`config.mk`:
```
export PLATFORM = sky130hd
export DESIGN_NAME = free_list_ctrl
export DESIGN_NICKNAME = d
export VERILOG_FILES = /design/src/rtl/free_list_ctrl.sv
export SDC_FILE = /design/constraint.sdc
export NUM_CORES = 1
export LEC_CHECK = 0
export ABC_CLOCK_PERIOD_IN_PS = 4800
export CAP_MARGIN = 20
export CORE_MARGIN = 2
export CORE_UTILIZATION = 29
export CTS_BUF_LIST = sky130_fd_sc_hd__clkbuf_2
export DETAILED_ROUTE_END_ITERATION = 8
export SYNTH_ARGS = -nofsm -noshare
export SYNTH_HDL_FRONTEND = slang
export SYNTH_SLANG_ARGS = --single-unit
export TNS_END_PERCENT = 1
```
`constraint.sdc`:
```
create_clock -name clock -period 4.8 [get_ports clock]
set_clock_uncertainty 0.05 [all_clocks]
set_input_delay 0.96 -clock clock [delete_from_list [all_inputs] [get_ports clock]]
set_output_delay 0.96 -clock clock [all_outputs]
set_load 0.1 [all_outputs]
```
`src/rtl/free_list_ctrl.sv`:
```
// Free-tag FIFO for register renaming: hands out up to WAYS physical tags per cycle,
// reclaims tags superseded at retirement, and rolls back speculative allocation on except.
module free_list_ctrl #(
   parameter int unsigned WAYS = 4,
   parameter int unsigned PRF  = 64,
   parameter int unsigned ARF  = 32,
   localparam int unsigned TW  = $clog2(PRF),
   localparam int unsigned N   = PRF - ARF,
   localparam int unsigned IW  = $clog2(N),
   localparam int unsigned PW  = IW + 1
) (
   input  logic               clock,
   input  logic               reset,
   input  logic               except,
   input  logic [WAYS-1:0]    alloc_req,
   output logic               alloc_grant,
   output logic [WAYS*TW-1:0] alloc_idx,
   input  logic [WAYS-1:0]    retire_en,
   input  logic [WAYS*TW-1:0] retire_old_idx,
   output logic [PW-1:0]      avail_cnt
);

   logic [TW-1:0] fifo_q [N];
   logic [TW-1:0] fifo_d [N];
   logic [PW-1:0] head_q, head_d;
   logic [PW-1:0] rhead_q, rhead_d;
   logic [PW-1:0] tail_q, tail_d;
   logic [PW-1:0] avail_q, avail_d;

   logic [PW-1:0] r_cnt, k_cnt;
   logic [PW-1:0] alloc_slot [WAYS];
   logic [PW-1:0] ret_slot [WAYS];

   // Compacted slot per way: pointer plus number of enabled ways below it.
   always_comb begin
      r_cnt = '0;
      k_cnt = '0;
      for (int unsigned i = 0; i < WAYS; i++) begin
         alloc_slot[i] = head_q + r_cnt;
         ret_slot[i]   = tail_q + k_cnt;
         if (alloc_req[i]) r_cnt = r_cnt + PW'(1);
         if (retire_en[i]) k_cnt = k_cnt + PW'(1);
      end
   end

   for (genvar g = 0; g < WAYS; g++) begin : g_alloc_idx
      assign alloc_idx[g*TW +: TW] = fifo_q[alloc_slot[g][IW-1:0]];
   end

   assign alloc_grant = !reset && !except && (r_cnt <= avail_q);
   assign avail_cnt   = avail_q;

   always_comb begin
      fifo_d = fifo_q;
      for (int unsigned i = 0; i < WAYS; i++) begin
         if (retire_en[i]) fifo_d[ret_slot[i][IW-1:0]] = retire_old_idx[i*TW +: TW];
      end
      tail_d  = tail_q + k_cnt;
      rhead_d = rhead_q + k_cnt;
      head_d  = alloc_grant ? head_q + r_cnt : head_q;
      avail_d = avail_q - (alloc_grant ? r_cnt : '0) + k_cnt;
      // Flush: everything past the retired point goes back; tail-rhead == N keeps avail at N.
      if (except) begin
         head_d  = rhead_q + k_cnt;
         avail_d = PW'(N);
      end
   end

   always_ff @(posedge clock) begin
      if (reset) begin
         for (int unsigned i = 0; i < N; i++) fifo_q[i] <= TW'(ARF + i);
         head_q  <= '0;
         rhead_q <= '0;
         tail_q  <= PW'(N);
         avail_q <= PW'(N);
      end else begin
         fifo_q  <= fifo_d;
         head_q  <= head_d;
         rhead_q <= rhead_d;
         tail_q  <= tail_d;
         avail_q <= avail_d;
      end
   end

endmodule

```
Word level (Yosys, flattened, before mapping)
Index checks and enable logic that the tools add are counted.
- register bits after elaboration: 216
- bits in latches: 0
- bits in writable memories: 0
- bits in read-only memories: 0
- input port bits: 35
- logic and storage cells: 123
- memories kept: 0
- $add $sub $neg: 17
- multiply operators: 0
- div/mod/pow operators: 0
- magnitude comparators: 13
- eq/ne operators: 0
- shift operators: 0
- multiplexer cells: 39
- bitwise gates (word level): 8
- reduce and logical (&&, ||, !) cells: 10
- operators with widths (cell ; number):
    bitwise mux 192 bit ; 4
    two-way mux 192 bit ; 4
    two-way mux 6 bit ; 21
    binary-select mux 6 bit (select 5 bit) ; 4
    demux 6 bit (select 5 bit) ; 4
    greater-or-equal comparator 6 bit (second input constant) ; 8
    NOT 5 -> 6 bit ; 8
    adder 6 x 1 -> 6 bit (second input constant) ; 6
    adder 5 bit ; 6
    adder 6 bit ; 4
    < comparator 6 x 1 -> 1 bit (second input constant) ; 4
    <= comparator 6 bit ; 1
    logical AND 1 bit ; 6
    subtractor 6 bit ; 1
    zero test 1 bit ; 2
    two-way mux 1 bit ; 2
    nonzero test 2 bit ; 1
    OR reduction 2 bit ; 1

Longest topological paths before layout
- word-level depth: 13
- mapped depth: 21

Least setup slack after synthesis
No wires, ideal clock.
- path type: input to register
- start point: input port alloc_req[0]
- end point: register avail_q[5] (netlist: avail_cnt[5])
- arrival time: 6217 ps
- setup slack: -1596 ps
- stages on the path: 20
- buffers on the path: 0
- cells stage by stage: inv_1 ha_1 xor2_1 ha_1 mux2_2 ha_1 nor2b_1 o21a_1 o21ai_0 a21oi_1 nor2_1 nand2_1 fa_1 ha_1 a21o_1 a21oi_1 o21bai_1 a21oi_1 xnor2_1 nand3_1
- word-level cells in the longest chain between the ends: 12
- RTL lines (element ; line ; source):
    from (decl) ; 15 ; input logic [WAYS-1:0] alloc_req,
    two-way mux 1 bit * ; 41 ; if (alloc_req[i]) r_cnt = r_cnt + PW'(1);
    adder 6 x 1 -> 6 bit ; 41 ;
    two-way mux 6 bit * ; 41 ;
    adder 6 x 1 -> 6 bit ; 41 ;
    two-way mux 6 bit * ; 41 ;
    adder 6 x 1 -> 6 bit ; 41 ;
    two-way mux 6 bit * ; 41 ;
    <= comparator 6 bit * ; 50 ; assign alloc_grant = !reset && !except && (r_cnt <= avail_q);
    logical AND 1 bit * ; 50 ;
    net alloc_grant ; 16 ; output logic alloc_grant,
    two-way mux 6 bit * ; 61 ; avail_d = avail_q - (alloc_grant ? r_cnt : '0) + k_cnt;
    subtractor 6 bit * ; 61 ;
    adder 6 bit * ; 61 ;
    to (signal assigned) ; 75 ; avail_q <= PW'(N);
    to (signal assigned) ; 81 ; avail_q <= avail_d;
    to (decl) ; 28 ; logic [PW-1:0] avail_q, avail_d;
The timed path passes the listed nets; every way through them passes the cells marked *.
A chain may end at the register's enable or synchronous reset.

Worst setup path after layout
- start point: input port alloc_req[0]
- end point: output port alloc_idx[18]
- word-level cells in the longest chain between the ends: 10
- RTL lines (element ; line ; source):
    two-way mux 1 bit * ; 41 ;
    adder 6 x 1 -> 6 bit ; 41 ;
    two-way mux 6 bit * ; 41 ;
    adder 6 x 1 -> 6 bit ; 41 ;
    two-way mux 6 bit * ; 41 ;
    adder 5 bit * ; 39 ; alloc_slot[i] = head_q + r_cnt;
    NOT 5 -> 6 bit (not written as such) * ; 47 ; assign alloc_idx[g*TW +: TW] = fifo_q[alloc_slot[g][IW-1:0]];
    binary-select mux 6 bit (select 5 bit) * ; 47 ;
    two-way mux 6 bit (not written as such) * (2 in a row) ; 47 ;
    to (decl) ; 17 ; output logic [WAYS*TW-1:0] alloc_idx,
Mark *: on every way between the ends. The rest lies on a longest branch, timed or not. The select of a mux whose other input is x is not followed.

==> results.cfg <==
[worst_setup_path]
worst-endpoint-arrival_ps = 3920
critical_path_peak_fanout = 8
crit_path_start_kind = input pin
critical_path_rt_ps = 3790
kind_of_end_point_of_the_critical_path = output port
criticalPathCategory = input pin to output port
timing.reg2reg.worst_path_depth = 8

[cts]
tritoncts.num_buffers = 61
clockBufferDepth = 3
clk_latency_ps = 1150
clk_transition_reported_paths_ps = 100
clock_tree.root_cell = clkbuf_2
h-tree-depth = 2
cts_tree = yes
cts.sink_count = 213

[cells_and_area]
drive_above_1_share_pct = 29.3
fill_cells = 8020
layout.area.seq_um2 = 4280
multiInputGateArea_um2 = 17500
layout.nets = 2757
syn2layout_area_growth_pct = 17.9

[timing]
final.setup.worst_slack_ps = -126
setup_viol = 9
count_of_final_max_slew_check_failures = 0
rsz0062_at_grt = true
worst_slew_pin_slew_ps = 1270
final.period_utilization_pct = 103
maxSlewHeadroom_pct = 15.3
hold_violations = 0
hold_ws_ps = 164
timing.fmax_mhz = 203
final.setup.tns_ps = -680
post-route-min-period_ps = 4930

[power]
seq_power_share_pct = 19.3
total_switching_power_mw = 8.60
vdd_drop_max_mv = 0.386
cellPowerDensity_nw_per_um2 = 603
power_frac_comb_pct = 71.8
report.power.total_mw = 16.2
power.clock.fraction_pct = 8.9
p_int_mw = 7.60
p_sw_share_pct = 53.1
total_leakage_power_nw = 9.92

[route]
drt-wirelength-per-cell_um = 31.5
routed_wirelength_um = 118000
met2_wirelength_um = 45800
detail_route.vias_per_cell = 6.63
first_iter_violations = 4326
routed.top_layer = met5
routed_wl_met3_um = 21600
via_count = 24876
route.antenna.remaining_nets = 0
remaining_drc_errors = 0
drtPass1Iterations = 8
met1_length_um = 42400

[floorplan]
floorplan.die_area_um2 = 80900
die_height_um = 284
initial_core_util_pct = 29.4
rows = 102
fp.dieW_um = 284
ios = 66
design.core.area_um2 = 77600

[outcome]
failing_checks = negative setup slack
run_status = finished, violations left

[synthesis]
synth.yosys.warnings = 0
postSynthRegisterBits = 213
synth.lib_cells_used.distinct = 107
synth_seq_area_share_pct = 18.7
synth_enable_flop_cells = 0
post_synth_instance_area_um2 = 22800
synth_top_flop_cell = dfxtp_1
synth_cells = 2551
synth-async-reset-ratio_pct = 0
synth.avg_cell_area_um2 = 8.94

[grt]
grt_max_degree = 131
antenna_violations_before_repair = 5
first_global_vias = 22871
gr-usage-all-layers_pct = 28.2
grt_first_pass_wirelength_um = 167000
grt_overflow = 0

[placed_design]
gp_congestion = 1.03
numPortBuffers = 65
preCtsSetupSlack_ps = -663
detailedPlacementHpwl_um = 84600

[min_path]
hold-path-cell-count = 2
hold_class = input pin to flip-flop

[job]
maxCapViolCount = 0
## sequential cells by signal (all words and copies together) (netlist names)
name,flops
tail_q,5
rhead_q,5
fifo_q,192
head_q,5
avail_cnt,6
## metal layers
metal / vias up / GRT usage (%)
met4: 6 / 15.2
met1: 11804 / 36.3
met3: 507 / 13.2
met5: - / 0
met2: 2355 / 38.5
li1: 10204 / -
## critical path, cell delays in order
cell,delay [ps]
buf_8,80
inv_4,30
ha_4,280
xor2_4,170
ha_4,150
inv_2,40
fa_2,580
buf_6,170
buf_16,140
mux4_2,300
mux4_2,510
mux2_4,320
buf_12,170
## path summary, 6_finish.rpt
check                                  start            end  slack (ps)
worst max-delay path            alloc_req[0]  alloc_idx[18]        -130
worst min-delay path                   reset     rhead_q[0]         160
worst max register to register     tail_q[1]    fifo_q[163]        1410
worst min register to register    rhead_q[4]     rhead_q[4]         520
## cell usage after synthesis (all sizes together) (23+ instances only)
cell / n / area share [%]
a31oi: 68 / 2.2
mux2: 81 / 4.0
mux2i: 161 / 7.1
clkbuf: 166 / 2.7
nor2: 264 / 4.5
a22oi: 23 / 0.76
nand2: 242 / 4.0
a21oi: 82 / 1.8
inv: 35 / 0.58
dfxtp: 213 / 19
o21ai: 140 / 3.1
buf: 108 / 2.5
nor3: 58 / 1.5
o211ai: 81 / 2.7
nand3: 118 / 2.6
a211oi: 43 / 1.4
a311oi: 61 / 2.4
o32a: 44 / 1.9
mux4: 218 / 22
a211o: 33 / 1.3
ha: 45 / 2.5
## per-stage QoR
stage                     std cells  utilization (%)  area, µm²
after detailed placement       3631             33.6      26100
final                          3752             34.7      26900
after floorplan                2555                -      22900
after global routing           3751             34.7      26900
after CTS                      3753             34.7      26900
after global placement         3631             33.6      26100
## logic make-up (layout without fill, tap and decap cells)
logic type	Yosys count	after routing	share of synthesized area [%]
XOR/XNOR	31	31	1.22
buffers and inverters	310	465	5.81
AND/OR/NAND/NOR	795	795	16.4
multiplexers	460	460	32.6
AO/OA/AOI/OAI	685	685	21.8
other	2	8	0.0329
adder cells (fa/ha/maj)	55	55	3.35
flip-flops	213	213	18.7
## repair_timing
item	4_1_cts	5_1_grt
hold buffers	0	0
resized for setup	36	12
endpoints found under the setup margin	20	19
buffers inserted	12	1
hold endpoints to repair	0	0
pin swaps	3	6
gates cloned	5	0
## placed cells by master, fill, tap and decap left out, drive strengths merged, types with 45 or more instances in the layout
cell    instances
nand2         242
nand3         118
a21oi          82
mux2           81
buf           292
mux2i         161
o211ai         81
mux4          218
a311oi         61
nor3           58
o21ai         140
clkbuf         93
ha             45
a31oi          68
nor2          264
dfxtp         213
## power by group through the flow
stage	Combinational (mW)	Sequential [mW]	Clock (mW)
final	11.6	3.13	1.44
after global routing	12.0	3.10	1.52
after CTS	11.5	3.01	1.43
after detailed placement	11.1	3.07	0
after global placement	11.0	3.07	0
after floorplan	7.46	2.57	0
## layout make-up
| class | instances | share of cell area [%] |
|---|---|---|
| antenna | 2 | 0.0186 |
| clock buffer | 91 | 1.69 |
| clock inverter | 15 | 0.233 |
| inverter | 36 | 0.530 |
| multi-input combinational | 2032 | 65.0 |
| sequential | 213 | 15.9 |
| tap | 1040 | 4.84 |
| timing repair buffer | 323 | 11.8 |
Note: power is estimated with default switching activity, not from simulation.
